### src/rtl/branch_resolve_unit_if.sv
// Bundle between the Memory stage, the branch predictor update port and fetch redirect logic.
// The pipeline (master) drives the slot inputs; the resolve unit (slave) drives updates/redirect.
interface branch_resolve_unit_if #(
   parameter int PC_W = 8
);
   // valid_i qualifies every other slot signal in the same cycle; there is no ready,
   // the unit accepts every valid slot while not busy and silently drops slots while busy.
   logic            valid1, valid2;
   logic            isBranch1, isBranch2;
   logic [PC_W-1:0] pcM1, pcM2;
   logic            taken1, taken2;
   logic [PC_W-1:0] targetM1, targetM2;
   logic            predTaken1, predTaken2;
   logic [PC_W-1:0] predTarget1, predTarget2;

   logic            branch1, branch2;
   logic            branch_taken1, branch_taken2;
   logic [PC_W-1:0] pcU1, pcU2;
   logic [PC_W-1:0] targetU1, targetU2;
   logic            redirect_valid;
   logic [PC_W-1:0] redirect_pc;
   logic            flush;
   logic            busy;

   modport master (
      output valid1, valid2, isBranch1, isBranch2, pcM1, pcM2, taken1, taken2,
             targetM1, targetM2, predTaken1, predTaken2, predTarget1, predTarget2,
      input  branch1, branch2, branch_taken1, branch_taken2, pcU1, pcU2,
             targetU1, targetU2, redirect_valid, redirect_pc, flush, busy
   );

   modport slave (
      input  valid1, valid2, isBranch1, isBranch2, pcM1, pcM2, taken1, taken2,
             targetM1, targetM2, predTaken1, predTaken2, predTarget1, predTarget2,
      output branch1, branch2, branch_taken1, branch_taken2, pcU1, pcU2,
             targetU1, targetU2, redirect_valid, redirect_pc, flush, busy
   );
endinterface

### src/rtl/branch_resolve_unit.sv
// Dual-issue Memory-stage branch resolution: predictor updates plus redirect/flush on mispredict.
// Optional performance counters are enabled with the BRU_PERF_CNT_EN macro.
module branch_resolve_unit #(
   parameter int PC_W         = 8,
   parameter int FLUSH_CYCLES = 2
`ifdef BRU_PERF_CNT_EN
   ,
   parameter int CNT_W        = 16
`endif
) (
   input  logic                 clk,
   input  logic                 reset,
   branch_resolve_unit_if.slave bus,
   output logic                 dbg_state
`ifdef BRU_PERF_CNT_EN
   ,
   output logic [CNT_W-1:0]     perf_branches,
   output logic [CNT_W-1:0]     perf_mispredicts
`endif
);

   typedef enum logic {IDLE = 1'b0, FLUSH = 1'b1} state_t;

   state_t          state, state_n;
   logic [3:0]      cnt, cnt_n;
   logic            redir_n;
   logic [PC_W-1:0] rpc_n;

   logic            is_idle;
   logic            res1, res2, mis1, mis2;
   logic [PC_W-1:0] npc1, npc2;

   logic            branch1_q, branch2_q, taken1_q, taken2_q;
   logic [PC_W-1:0] pc1_q, pc2_q, tgt1_q, tgt2_q;
   logic            redirect_valid_q;
   logic [PC_W-1:0] redirect_pc_q;

   // Slot 2 is younger, so a slot-1 mispredict makes it wrong-path.
   assign is_idle = (state == IDLE);
   assign res1    = is_idle & bus.valid1 & bus.isBranch1;
   assign mis1    = res1 & ((bus.taken1 != bus.predTaken1) |
                            (bus.taken1 & bus.predTaken1 & (bus.targetM1 != bus.predTarget1)));
   assign res2    = is_idle & bus.valid2 & bus.isBranch2 & ~mis1;
   assign mis2    = res2 & ((bus.taken2 != bus.predTaken2) |
                            (bus.taken2 & bus.predTaken2 & (bus.targetM2 != bus.predTarget2)));
   assign npc1    = bus.taken1 ? bus.targetM1 : PC_W'(bus.pcM1 + PC_W'(1));
   assign npc2    = bus.taken2 ? bus.targetM2 : PC_W'(bus.pcM2 + PC_W'(1));

   always_comb begin
      state_n = state;
      cnt_n   = cnt;
      redir_n = 1'b0;
      rpc_n   = redirect_pc_q;
      case (state)
         IDLE: begin
            if (mis1 | mis2) begin
               redir_n = 1'b1;
               rpc_n   = mis1 ? npc1 : npc2;
               cnt_n   = 4'(FLUSH_CYCLES);
               state_n = FLUSH;
            end
         end
         FLUSH: begin
            if (cnt == 4'd1) begin
               cnt_n   = 4'd0;
               state_n = IDLE;
            end else begin
               cnt_n = 4'(cnt - 4'd1);
            end
         end
         default: begin
            state_n = IDLE;
            cnt_n   = 4'd0;
         end
      endcase
   end

   always_ff @(posedge clk or negedge reset) begin
      if (!reset) begin
         state            <= IDLE;
         cnt              <= 4'd0;
         redirect_valid_q <= 1'b0;
         redirect_pc_q    <= '0;
         branch1_q        <= 1'b0;
         branch2_q        <= 1'b0;
         taken1_q         <= 1'b0;
         taken2_q         <= 1'b0;
         pc1_q            <= '0;
         pc2_q            <= '0;
         tgt1_q           <= '0;
         tgt2_q           <= '0;
      end else begin
         state            <= state_n;
         cnt              <= cnt_n;
         redirect_valid_q <= redir_n;
         redirect_pc_q    <= rpc_n;
         branch1_q        <= res1;
         branch2_q        <= res2;
         taken1_q         <= bus.taken1;
         taken2_q         <= bus.taken2;
         pc1_q            <= bus.pcM1;
         pc2_q            <= bus.pcM2;
         tgt1_q           <= bus.targetM1;
         tgt2_q           <= bus.targetM2;
      end
   end

   assign bus.branch1        = branch1_q;
   assign bus.branch2        = branch2_q;
   assign bus.branch_taken1  = taken1_q;
   assign bus.branch_taken2  = taken2_q;
   assign bus.pcU1           = pc1_q;
   assign bus.pcU2           = pc2_q;
   assign bus.targetU1       = tgt1_q;
   assign bus.targetU2       = tgt2_q;
   assign bus.redirect_valid = redirect_valid_q;
   assign bus.redirect_pc    = redirect_pc_q;
   assign bus.flush          = (state == FLUSH);
   assign bus.busy           = (state == FLUSH);
   assign dbg_state          = state;

`ifdef BRU_PERF_CNT_EN
   logic [CNT_W:0] br_sum, mp_sum;

   // One extra bit catches the carry so the counters stick at all-ones.
   assign br_sum = {1'b0, perf_branches} + (CNT_W+1)'(res1) + (CNT_W+1)'(res2);
   assign mp_sum = {1'b0, perf_mispredicts} + (CNT_W+1)'(redir_n);

   always_ff @(posedge clk or negedge reset) begin
      if (!reset) begin
         perf_branches    <= '0;
         perf_mispredicts <= '0;
      end else begin
         perf_branches    <= br_sum[CNT_W] ? '1 : br_sum[CNT_W-1:0];
         perf_mispredicts <= mp_sum[CNT_W] ? '1 : mp_sum[CNT_W-1:0];
      end
   end
`endif

endmodule

### src/flat_wrapper.sv
// flat-port wrapper written by rule: the top's interface ports become plain ports
module branch_resolve_unit_flat 
#(
   parameter int PC_W         = 8,
   parameter int FLUSH_CYCLES = 2

)
  (clk, reset, dbg_state, bus_valid1, bus_valid2, bus_isBranch1, bus_isBranch2, bus_pcM1, bus_pcM2, bus_taken1, bus_taken2, bus_targetM1, bus_targetM2, bus_predTaken1, bus_predTaken2, bus_predTarget1, bus_predTarget2, bus_branch1, bus_branch2, bus_branch_taken1, bus_branch_taken2, bus_pcU1, bus_pcU2, bus_targetU1, bus_targetU2, bus_redirect_valid, bus_redirect_pc, bus_flush, bus_busy);
  branch_resolve_unit_if #(.PC_W(PC_W)) bus_i ();
  input  logic clk;
  input  logic reset;
  output logic dbg_state;
  input wire logic [$bits(bus_i.valid1)-1:0] bus_valid1;
  input wire logic [$bits(bus_i.valid2)-1:0] bus_valid2;
  input wire logic [$bits(bus_i.isBranch1)-1:0] bus_isBranch1;
  input wire logic [$bits(bus_i.isBranch2)-1:0] bus_isBranch2;
  input wire logic [$bits(bus_i.pcM1)-1:0] bus_pcM1;
  input wire logic [$bits(bus_i.pcM2)-1:0] bus_pcM2;
  input wire logic [$bits(bus_i.taken1)-1:0] bus_taken1;
  input wire logic [$bits(bus_i.taken2)-1:0] bus_taken2;
  input wire logic [$bits(bus_i.targetM1)-1:0] bus_targetM1;
  input wire logic [$bits(bus_i.targetM2)-1:0] bus_targetM2;
  input wire logic [$bits(bus_i.predTaken1)-1:0] bus_predTaken1;
  input wire logic [$bits(bus_i.predTaken2)-1:0] bus_predTaken2;
  input wire logic [$bits(bus_i.predTarget1)-1:0] bus_predTarget1;
  input wire logic [$bits(bus_i.predTarget2)-1:0] bus_predTarget2;
  output wire logic [$bits(bus_i.branch1)-1:0] bus_branch1;
  output wire logic [$bits(bus_i.branch2)-1:0] bus_branch2;
  output wire logic [$bits(bus_i.branch_taken1)-1:0] bus_branch_taken1;
  output wire logic [$bits(bus_i.branch_taken2)-1:0] bus_branch_taken2;
  output wire logic [$bits(bus_i.pcU1)-1:0] bus_pcU1;
  output wire logic [$bits(bus_i.pcU2)-1:0] bus_pcU2;
  output wire logic [$bits(bus_i.targetU1)-1:0] bus_targetU1;
  output wire logic [$bits(bus_i.targetU2)-1:0] bus_targetU2;
  output wire logic [$bits(bus_i.redirect_valid)-1:0] bus_redirect_valid;
  output wire logic [$bits(bus_i.redirect_pc)-1:0] bus_redirect_pc;
  output wire logic [$bits(bus_i.flush)-1:0] bus_flush;
  output wire logic [$bits(bus_i.busy)-1:0] bus_busy;
  assign bus_i.valid1 = bus_valid1;
  assign bus_i.valid2 = bus_valid2;
  assign bus_i.isBranch1 = bus_isBranch1;
  assign bus_i.isBranch2 = bus_isBranch2;
  assign bus_i.pcM1 = bus_pcM1;
  assign bus_i.pcM2 = bus_pcM2;
  assign bus_i.taken1 = bus_taken1;
  assign bus_i.taken2 = bus_taken2;
  assign bus_i.targetM1 = bus_targetM1;
  assign bus_i.targetM2 = bus_targetM2;
  assign bus_i.predTaken1 = bus_predTaken1;
  assign bus_i.predTaken2 = bus_predTaken2;
  assign bus_i.predTarget1 = bus_predTarget1;
  assign bus_i.predTarget2 = bus_predTarget2;
  assign bus_branch1 = bus_i.branch1;
  assign bus_branch2 = bus_i.branch2;
  assign bus_branch_taken1 = bus_i.branch_taken1;
  assign bus_branch_taken2 = bus_i.branch_taken2;
  assign bus_pcU1 = bus_i.pcU1;
  assign bus_pcU2 = bus_i.pcU2;
  assign bus_targetU1 = bus_i.targetU1;
  assign bus_targetU2 = bus_i.targetU2;
  assign bus_redirect_valid = bus_i.redirect_valid;
  assign bus_redirect_pc = bus_i.redirect_pc;
  assign bus_flush = bus_i.flush;
  assign bus_busy = bus_i.busy;
  branch_resolve_unit #(.PC_W(PC_W), .FLUSH_CYCLES(FLUSH_CYCLES)) u_core (.clk(clk), .reset(reset), .bus(bus_i), .dbg_state(dbg_state));
endmodule
### config.mk
export PLATFORM = sky130hd
export DESIGN_NAME = branch_resolve_unit_flat
export DESIGN_NICKNAME = d
export VERILOG_FILES = /design/src/rtl/branch_resolve_unit_if.sv /design/src/rtl/branch_resolve_unit.sv /design/src/flat_wrapper.sv
export SDC_FILE = /design/constraint.sdc
export NUM_CORES = 1
export LEC_CHECK = 0
export ABC_AREA = 0
export CAP_MARGIN = 20
export CORE_MARGIN = 8
export CORE_UTILIZATION = 41
export CTS_CLUSTER_DIAMETER = 40
export DETAILED_ROUTE_END_ITERATION = 6
export PLACE_DENSITY_LB_ADDON = 0.1
export SLEW_MARGIN = 20
export SYNTH_ARGS = -nofsm -noshare
export SYNTH_HDL_FRONTEND = slang
export SYNTH_SLANG_ARGS = --single-unit
export TNS_END_PERCENT = 100
### constraint.sdc
create_clock -name clk -period 2.26 [get_ports clk]
set_clock_uncertainty 0.1 [all_clocks]
set_input_delay 0.226 -clock clk [delete_from_list [all_inputs] [get_ports clk]]
set_output_delay 0.226 -clock clk [all_outputs]
set_load 0.05 [all_outputs]
; Yosys cells after proc, flatten, opt, wreduce, memory -nomap -nowiden
; Cells that the tools add are included.
[word_totals]
reg_bits = 50
output_inout_bits = 48
[op_classes]
addsub = 3
n_eq_ne = 6
n_mux = 10
n_bitwise = 16
n_reduce_logical = 1
[ops]
columns = cell, count
row1 = 2-to-1 mux 8 bit, 3
row2 = "adder 8 x 1 -> 8 bit, second input constant", 2
row3 = inequality test 8 bit, 2
row4 = bitwise AND 1 bit, 11
row5 = 2-to-1 mux 4 bit, 2
row6 = case mux 4 bit (2 select lines), 1
row7 = "equality test 4 x 1 -> 1 bit, second input constant", 1
row8 = "subtractor 4 x 1 -> 4 bit, second input constant", 1
row9 = 2-to-1 mux 1 bit, 3
row10 = OR 1 bit, 3
row11 = inequality test 1 bit, 2
row12 = "inequality test 2 bit, second input constant", 1
row13 = inverter 1 bit, 2
row14 = case mux 1 bit (2 select lines), 1
row15 = AND reduction 2 bit, 1

; Depth between registers and ports, before layout
; Gate-level depths: netlist of the first run.
[depth]
depth_word = 10
mapped_depth = 7

; Worst setup path after synthesis of the first run
; No wires, ideal clock.
[synth_timing]
path_type = register to register
start = reg u_core.state, in the netlist u_core.bus.busy
end = reg u_core.redirect_pc_q[1], in the netlist u_core.bus.redirect_pc[1]
t_arrival_ns = 1.705
required_ns = 2.037
slack_ns = 0.333
path_stages_with_launch = 6
path_buffers = 1
period_less_slack_ns = 1.927
path_cell_list = dfrtp_1 -> and3b_1 -> o211a_1 -> buf_6 -> o311a_1 -> o2bb2ai_1
[synth_between]
elab_chain_cells = 9
word_cells_on_any_way = 12
classes_between = mux (1) / bitwise (10) / reduce/logical (1)
[synth_lines]
columns = item, line_no
row1 = from (decl), branch_resolve_unit.sv:24  ; state_t state, state_n;
row2 = from (signal assigned), branch_resolve_unit.sv:93  ; state <= state_n;
row3 = inverter 1 bit (no line) *, --
row4 = bitwise AND 1 bit (2 in series), branch_resolve_unit.sv:40  ; assign res1 = is_idle & bus.valid1 & bus.isBranch1;
row5 = bitwise AND 1 bit, branch_resolve_unit.sv:41  ; assign mis1 = res1 & ((bus.taken1 != bus.predTaken1) |
row6 = inverter 1 bit, branch_resolve_unit.sv:43  ; assign res2 = is_idle & bus.valid2 & bus.isBranch2 & ~mis1;
row7 = bitwise AND 1 bit, branch_resolve_unit.sv:43
row8 = bitwise AND 1 bit, branch_resolve_unit.sv:44  ; assign mis2 = res2 & ((bus.taken2 != bus.predTaken2) |
row9 = OR 1 bit, branch_resolve_unit.sv:56  ; if (mis1 | mis2) begin
row10 = AND reduction 2 bit (no line), --
row11 = to (signal assigned), branch_resolve_unit.sv:96  ; redirect_pc_q <= rpc_n;
row12 = to (decl), branch_resolve_unit.sv:36  ; logic [PC_W-1:0] redirect_pc_q;
; Every way passes the cells marked *; elsewhere a longest branch is shown, timed or not.
; A chain may end at the register's enable or synchronous reset.

; Final worst setup path of the first run
[layout_timing]
start = reg u_core.state, in the netlist u_core.bus.busy
end = out dbg_state
[layout_lines]
columns = item, line_no
row1 = to (decl), flat_wrapper.sv:12  ; output logic dbg_state;
; No word-level cell between the ends.

==> results_dict.tcl, run 1 <==
set metrics [dict create \
    clock.fmax_mhz 489 \
    die_area_um2 8230 \
    worstPathMaxFanout 10 \
    avgRoutedWirePerCell_um 16.7 \
    final_cell_area_um2 3560 \
    firstDrtPassIters 4 \
    cp-startpoint "u_core.bus.busy" \
    diodes 0 \
    instances_no_fill 386 \
    syn_nets 262 \
    cts_setup_buffers 0 \
    final_max_slew_viol_count 0 \
    critPathKind "reg -> out" \
    drt_wl_total_um 6450 \
    syn_avg_cell_area_um2 11.6 \
    placement.cell_area_um2 3450 \
    synth_seq_area_share_pct 54.7 \
    rows 27 \
    final_antenna_net_count 0 \
    io_buffers 105 \
    synth_common_cells "dfrtp_1, xnor2_1, nand3_1" \
    reg2reg_from "u_core.bus.busy" \
    ys.flop_type "dfrtp_1" \
    post-synth-top-area-cell "dfrtp_1" \
    tightest_slew_ns 0.560 \
    die_y_um 90.7 \
    ctsHtreeMaxLevel 2 \
    cts_made_buffers 5 \
    synth_cells 198 \
    fin_crit_sh_pct 90.5 \
    cts-resized-gates 0 \
    via_per_inst 4.98 \
    synth_cell_types 42 \
    endpoint_kind "output pin" \
    core-area_um2 5440 \
    synth_enable_flop_cells 0 \
    hold_buffers 1 \
    reg2reg_slack_ns 0.41 \
    dp.cells 377 \
    grt_start_max_net_pins 27 \
    synth-seq-cells 50 \
    gr-total-overflow 0 \
    crit_path_start_kind "flip-flop" \
    slew_headroom_pct 62.7 \
    clkLatencyLatePin_ns 0.30 \
    final_nets 377 \
    async_flop_share_pct 100 \
    cp_top_family "buffers and inverters" \
    crit_chain "clkdlybuf4s50_1" \
    io-pin-count 106 \
    pre_cts_ws_ns 0.119 \
    max_stage_delay_ns 0.88 \
    crit_buf_inv 1 \
    crit_path_top_delay_cell "clkdlybuf4s50_1" \
    antenna_found_initial 0 \
    clk_pin_slew_ns 0.09 \
    synth_area_um2 2290 \
    setup-tns-final_ns 0 \
    power.density_nw_per_um2 872 \
    dp.final_hpwl_um 5190 \
    clkSinkCount 50 \
    start_util_pct 42.1 \
    grt_pass1_vias 2132 \
    area_delta_synth_final_pct 55.5 \
    total_leakage_power_uw 0.00148 \
    hp-start "bus_pcM2[6]" \
    worstPathRequired_ns 1.93 \
    gr-usage-all-layers_pct 16.3 \
    drive_above_1_share_pct 8.92 \
    hold_violations 0 \
    status "finished clean" \
    yosysMostFrequentCell "dfrtp_1" \
    final-setup-viol-count 0 \
    drtIter0Drc 49 \
    fill_cells 448 \
    period_needed_ns 2.05 \
    ir_drop_uv 416 \
    rsz0062_at_grt "false" \
    drcViolationCount 0 \
    hold_path.class "in -> reg" \
    cap_violations 0 \
    cts_tree "done" \
    gp_congestion 0.747 \
    die-width_um 90.7 \
    cts_buffer_depth 2 \
    layout_setup_ws_ns 0.214 \
    worstPathArrival_ns 1.72 \
    grt_pass1_wl_um 10900 \
    vias 1924 \
    synth.top_cell.area_share_pct 54.7 \
    cts_root_buf "clkbuf_8" \
    synthTopCellsByArea "dfrtp_1, xnor2_1, ha_1, nand3_1, o21ai_0" \
    ys_warn_count 0 \
]
-- cells by family after synthesis --
| group | count (synthesis) | share of synthesized area, % |
|---|---|---|
| AND/OR/NAND/NOR | 55 | 12.4 |
| flip-flops | 50 | 54.7 |
| AO/OA/AOI/OAI | 40 | 12.7 |
| XOR/XNOR | 26 | 10.3 |
| buffers and inverters | 14 | 3.39 |
| multiplexers | 7 | 3.28 |
| adder cells (fa/ha/maj) | 6 | 3.28 |
-- sequential cells by signal, indices dropped and copies added (netlist names) --
| signal | count |
|---|---|
| u_core.bus.branch1 | 1 |
| u_core.bus.pcU2 | 8 |
| u_core.cnt | 4 |
| u_core.bus.targetU2 | 8 |
| u_core.bus.branch_taken1 | 1 |
| u_core.bus.redirect_valid | 1 |
| u_core.bus.branch2 | 1 |
| u_core.bus.targetU1 | 8 |
| u_core.bus.pcU1 | 8 |
| u_core.bus.busy | 1 |
| u_core.bus.redirect_pc | 8 |
| u_core.bus.branch_taken2 | 1 |
-- per-layer routing --
metal / GRT usage (%) / part of all wire (%)
met4: 4.99 / 0.59
met5: 0 / 0
met2: 26.5 / 48
met3: 6.40 / 7.9
met1: 19.2 / 44
-- cells in the final DEF (no fill, tap or decap), types with 2 or more instances in the layout --
master           instances
clkbuf_8                 6
a21oi_1                  7
mux2_2                   4
nand3_1                 12
and3_1                   2
and4_1                   2
clkdlybuf4s50_1        104
a41o_1                   2
buf_4                    8
nor2_1                  10
or3_1                    2
o211ai_1                 2
nand4_1                  5
ha_1                     6
nand2_1                 11
xnor2_1                 21
dfrtp_1                 50
nand2b_1                 3
xor2_1                   4
inv_1                    5
o221ai_1                 3
nor3_1                   3
o311a_1                  2
o2bb2ai_1                2
a31oi_1                  6
mux2i_1                  3
o21ai_0                  9
-- stage by stage --
stage                     total power (uW)  hold WS, ns  util [%]
final                                 3100        0.311      65.4
after global routing                  3260        0.309      65.4
after CTS                             3140        0.303      65.4
after detailed placement              2590        0.152      63.5
after global placement                2570        0.155      63.5
after floorplan                       2060       -0.170         -
-- area by class of cell --
cell class / instances / area [um2] / area share, %
repair buffers: 115 / 1140 / 31.9
well taps: 72 / 90.1 / 2.53
multi-input cells: 134 / 960 / 27.0
flip-flops and latches: 50 / 1250 / 35.2
inverters: 7 / 26.3 / 0.738
clock inverters: 2 / 12.5 / 0.352
clock buffers: 6 / 82.6 / 2.32
-- final timing paths --
kind	cells past startpoint	endpoint
worst max-delay path	1	dbg_state
worst min-delay path	1	u_core.bus.pcU2[6]
worst max register to register	4	u_core.cnt[2]
worst min register to register	2	u_core.bus.redirect_pc[3]
max in group asynchronous	3	u_core.bus.pcU1[3]
min in group asynchronous	2	u_core.bus.pcU1[6]
-- power breakdown --
group	leakage (uW)	internal [uW]	switching, uW
clock network	0.0000472	246	294
registers	0.000591	1050	113
logic	0.000846	554	845
Note: power is estimated with default switching activity, not from simulation.
==> run 2, diff against run 1 <==
--- a/config.mk
+++ b/config.mk
@@ -10,6 +10,7 @@
 export CORE_MARGIN = 8
 export CORE_UTILIZATION = 41
 export CTS_CLUSTER_DIAMETER = 40
+export CTS_CLUSTER_SIZE = 28
 export DETAILED_ROUTE_END_ITERATION = 6
 export PLACE_DENSITY_LB_ADDON = 0.1
 export SLEW_MARGIN = 20
==> constraint.sdc (replaced) <==
create_clock -name clk -period 2.26 [get_ports clk]
set_clock_uncertainty 0.1 [all_clocks]
set_input_delay 0.226 -clock clk [delete_from_list [all_inputs] [get_ports clk]]
set_output_delay 0.226 -clock clk [all_outputs]
set_load 0.1 [all_outputs]
==> results_dict.tcl, run 2 (synthesized netlist as in run 1, its figures left out) <==
set metrics [dict create \
    final-setup-viol-count 0 \
    reg2reg_slack_ns 0.51 \
    total_power_uw 3690 \
    total_leakage_power_uw 0.00154 \
    final_cell_area_um2 3460 \
    gp_congestion 0.754 \
    gr-total-overflow 0 \
    wl_met1_um 2720 \
    clk_pin_slew_ns 0.09 \
    diodes 0 \
    critPathKind "in -> reg" \
    wl_met3_um 569 \
    crit_path_top_delay_cell "clkdlybuf4s50_1" \
    rsz0062_at_grt "false" \
    drtIter0Drc 48 \
    rows 27 \
    status "finished clean" \
    clkLatencyLatePin_ns 0.30 \
    cts_setup_buffers 0 \
    die_area_um2 8230 \
    antenna_found_initial 0 \
    area_delta_synth_final_pct 51.0 \
    core-area_um2 5440 \
    grt_pass1_vias 2107 \
    start_util_pct 42.1 \
    dr_wl_met2_um 3080 \
    grt_start_max_net_pins 21 \
    firstDrtPassIters 4 \
    worstPathRequired_ns 2.34 \
    worstPathMaxFanout 11 \
    clkSinkCount 50 \
    hold_violations 0 \
    setup-tns-final_ns 0 \
    highest_layer "met4" \
    final_nets 379 \
    slew_headroom_pct 72.5 \
    die-width_um 90.7 \
    endpoint_kind "flip-flop" \
    worstPathArrival_ns 1.91 \
    hold_path.class "in -> async" \
    crit_chain "clkdlybuf4s50_1 > xnor2_2 > nand4_1 > o211a_1 > o311a_1 > o2bb2ai_1" \
    avgRoutedWirePerCell_um 16.7 \
    pre_cts_ws_ns 0.114 \
    final_antenna_net_count 0 \
    max_stage_delay_ns 0.55 \
    drt_wl_total_um 6470 \
    final_common_cell "buf_4" \
    ir_drop_uv 576 \
    cts-resized-gates 0 \
    crit_path_start_kind "input port" \
    layout_setup_ws_ns 0.431 \
    hold_buffers 1 \
    reg2reg_from "u_core.bus.busy" \
    drive_above_1_share_pct 24.4 \
    grt_pass1_wl_um 10700 \
    gr-usage-all-layers_pct 16.0 \
    period_needed_ns 1.83 \
    io-pin-count 106 \
    placement.cell_area_um2 3340 \
    final_max_slew_viol_count 0 \
    cts_tree "done" \
    clock.fmax_mhz 547 \
    via_per_inst 5.04 \
    die_y_um 90.7 \
    fill_cells 501 \
    vias 1955 \
    drcViolationCount 0 \
    r2r_cells 4 \
    timing.rr.end "u_core.cnt[2]" \
    dp.final_hpwl_um 5250 \
    cts_made_buffers 5 \
    power.density_nw_per_um2 1070 \
    fin_crit_sh_pct 80.9 \
    mostFrequentLayoutCells "buf_4, clkdlybuf4s50_1, dfrtp_1" \
    cap_violations 0 \
    ctsHtreeMaxLevel 2 \
    io_buffers 105 \
    cts_buffer_depth 2 \
    tightest_slew_ns 0.412 \
    cts_root_buf "clkbuf_8" \
]
[run 2: changes by cell type in the layout (fill, tap and decap cells not counted)]
| cell | previous run | this run |
|---|---|---|
| clkbuf_1 | 0 | 1 |
| buf_12 | 1 | 0 |
| buf_4 | 8 | 59 |
| clkinv_2 | 1 | 0 |
| clkdlybuf4s50_1 | 104 | 56 |
| clkbuf_8 | 6 | 5 |
| bufinv_16 | 0 | 1 |
[run 2: worst max-delay path by stage]
stage / slack (ns) / cells past startpoint / endpoint / start
after floorplan: 0.02 / 5 / u_core.bus.redirect_pc[1] / u_core.bus.busy
after global routing: 0.34 / 6 / u_core.bus.redirect_pc[0] / bus_targetM2[1]
after CTS: 0.43 / 6 / u_core.bus.redirect_pc[0] / bus_targetM2[1]
after detailed placement: 0.11 / 6 / u_core.bus.redirect_pc[1] / bus_targetM2[1]
final: 0.43 / 6 / u_core.bus.redirect_pc[0] / bus_targetM2[7]
after global placement: 0.17 / 6 / u_core.bus.redirect_pc[1] / bus_targetM2[1]
[run 2: report_power, final]
group | internal [uW] | switching [uW]
combinational | 513 | 1400
clock | 330 | 285
sequential | 1050 | 103
total | 1890 | 1790
[run 2: layout make-up]
type	count	area (um2)	share of cell area, %
clock inverter	2	37.5	1.09
clock buffer	6	72.6	2.10
tap	72	90.1	2.61
timing repair buffer	117	1020	29.5
multi-input combinational	134	960	27.8
sequential	50	1250	36.2
inverter	7	26.3	0.760
[run 2: worst max-delay path, delay by kind of cell]
| kind | cells | cell delay, ns |
|---|---|---|
| compound gates | 3 | 0.88 |
| buf+inv | 1 | 0.55 |
| xor+xnor | 1 | 0.13 |
| simple gates | 1 | 0.12 |
[run 2: through the flow]
stage	utilization, %	cells	hold WS, ns
after detailed placement	61.3	379	0.0806
after CTS	63.5	388	0.288
after global placement	61.3	379	0.0810
final	63.5	388	0.283
after global routing	63.5	388	0.295
after floorplan	-	198	-0.170
[run 2: routing by layer]
metal | track usage (%) | vias up
met3 | 5.82 | 10
met4 | 4.85 | 0
met1 | 18.9 | 912
met5 | 0 | -
met2 | 26.2 | 91
li1 | - | 942
==> run 3, diff against run 2 <==
==> constraint.sdc (replaced) <==
create_clock -name clk -period 1.8 [get_ports clk]
set_clock_uncertainty 0.1 [all_clocks]
set_input_delay 0.18 -clock clk [delete_from_list [all_inputs] [get_ports clk]]
set_output_delay 0.18 -clock clk [all_outputs]
set_load 0.1 [all_outputs]
==> results_dict.tcl, run 3 (synthesized netlist as in run 1, its figures left out) <==
set metrics [dict create \
    drive_above_1_share_pct 32.9 \
    crit_path_start_kind "flip-flop" \
    slew_headroom_pct 67.5 \
    antenna_found_initial 0 \
    max_stage_delay_ns 0.47 \
    ir_drop_uv 843 \
    hold_path_depth 1 \
    firstDrtPassIters 4 \
    core-area_um2 5440 \
    ctsHtreeMaxLevel 2 \
    die-width_um 90.7 \
    gr-usage-all-layers_pct 16.7 \
    cp_top_family "simple AND/OR/NAND/NOR gates" \
    hold_path.class "in -> reg" \
    grt_pass1_wl_um 11100 \
    hold_violations 0 \
    worstPathArrival_ns 1.82 \
    start_util_pct 42.1 \
    r2r_cells 4 \
    combPwrFrac_pct 53.6 \
    grt_pass1_vias 2225 \
    worstPathMaxFanout 10 \
    grt_start_max_net_pins 32 \
    tightest_slew_ns 0.487 \
    endpoint_kind "flip-flop" \
    crit_buf_inv 0 \
    worstPathRequired_ns 1.90 \
    final_common_cell "buf_4" \
    reg2reg_from "u_core.bus.busy" \
    period_needed_ns 1.73 \
    gp_congestion 0.817 \
    worst-path-stages 4 \
    vias 2060 \
    die_y_um 90.7 \
    crit_chain "and3b_1 > and2_1 > nor2_2 > a32o_1" \
    diodes 0 \
    pwr-share-clk_pct 18.2 \
    cts_buffer_depth 2 \
    final_nets 413 \
    setup-tns-final_ns 0 \
    rsz0062_at_grt "true" \
    via_per_inst 4.88 \
    dp.final_hpwl_um 5570 \
    io-pin-count 106 \
    cts_root_buf "clkbuf_8" \
    crit_path_top_delay_cell "dfrtp_4" \
    mostFrequentLayoutCells "buf_4, clkdlybuf4s50_1, dfrtp_1" \
    clkLatencyLatePin_ns 0.30 \
    area_delta_synth_final_pct 70.4 \
    drtIter0Drc 66 \
    power.density_nw_per_um2 1360 \
    cp-startpoint "u_core.bus.busy" \
    clk_pin_slew_ns 0.09 \
    pre_cts_ws_ns -0.241 \
    clock.fmax_mhz 579 \
    final_antenna_net_count 0 \
    internal_power_uw 2950 \
    total_power_uw 5290 \
    clkSinkCount 50 \
    status "finished clean" \
    gr-total-overflow 0 \
    die_area_um2 8230 \
    total_leakage_power_uw 0.00177 \
    cts_made_buffers 5 \
    critPathKind "reg -> reg" \
    hp-start "bus_pcM2[6]" \
    avgRoutedWirePerCell_um 16.0 \
    final_max_slew_viol_count 0 \
    final-setup-viol-count 0 \
    fin_crit_sh_pct 95.9 \
    cap_violations 0 \
    io_buffers 105 \
    drt_wl_total_um 6740 \
    seq_power_share_pct 28.2 \
    power_switching_uw 2350 \
    switching_share_pct 44.4 \
    cts_tree "done" \
    rows 27 \
    cts_setup_buffers 0 \
    layout_setup_ws_ns 0.0739 \
    drcViolationCount 0 \
]
## run 3: cell types whose count changed in the layout (fill, tap and decap cells not counted), sizes merged
| cell | before | now |
|---|---|---|
| buf | 60 | 94 |
| bufinv | 1 | 2 |
| clkinvlp | 1 | 0 |
## run 3: layout make-up
class | count | area (um2)
tap | 72 | 90.1
clock buffer | 6 | 82.6
inverter | 7 | 26.3
timing repair buffer | 151 | 1420
clock inverter | 2 | 60.1
multi-input combinational | 134 | 961
fill | 438 | 1540
sequential | 50 | 1250
## run 3: repair_timing
item / 4_1_cts / 5_1_grt
resized for setup: 0 / 2
endpoints found under the setup margin: 0 / 4
hold buffers: 1 / 0
hold endpoints to repair: 19 / 0
## run 3: metrics by stage
stage	std cells	hold WS (ns)	util [%]	cell area, um2
5_1_grt	422	0.263	71.7	3900
6_report	422	0.256	71.7	3900
4_1_cts	422	0.248	71.7	3900
3_3_place_gp	413	0.0539	68.9	3740
3_5_place_dp	413	0.0672	68.9	3740
2_1_floorplan	198	-0.216	-	2290
## run 3: worst register-to-register path, cell delays in order (launching register included)
cell and delay [ns]:
dfrtp_4 0.47, and3b_1 0.29, and2_1 0.35, nor2_2 0.13, a32o_1 0.27
## run 3: power groups by stage
stage	clock network (uW)	registers [uW]	logic [uW]
2_1_floorplan	0	2590	679
3_3_place_gp	0	1510	2820
3_5_place_dp	0	1520	2850
4_1_cts	989	1500	2860
5_1_grt	1030	1520	2950
6_report	964	1490	2840
## run 3: worst paths after layout
path,to,slack [ns]
min in group asynchronous,u_core.bus.pcU2[3],0.27
worst min register to register,u_core.cnt[3],0.49
worst max-delay path,u_core.cnt[2],0.07
worst max register to register,u_core.cnt[2],0.07
worst min-delay path,u_core.bus.pcU2[6],0.26
max in group asynchronous,u_core.bus.busy,0.79
## run 3: metal layers
metal  GRT usage [%]  up-vias  routed length [um]
met2            27.3       88                3120
met3            5.74       14                 517
li1                -     1009                   -
met5               0        -                   0
met1            19.6      949                2950
met4            6.10        0                 150
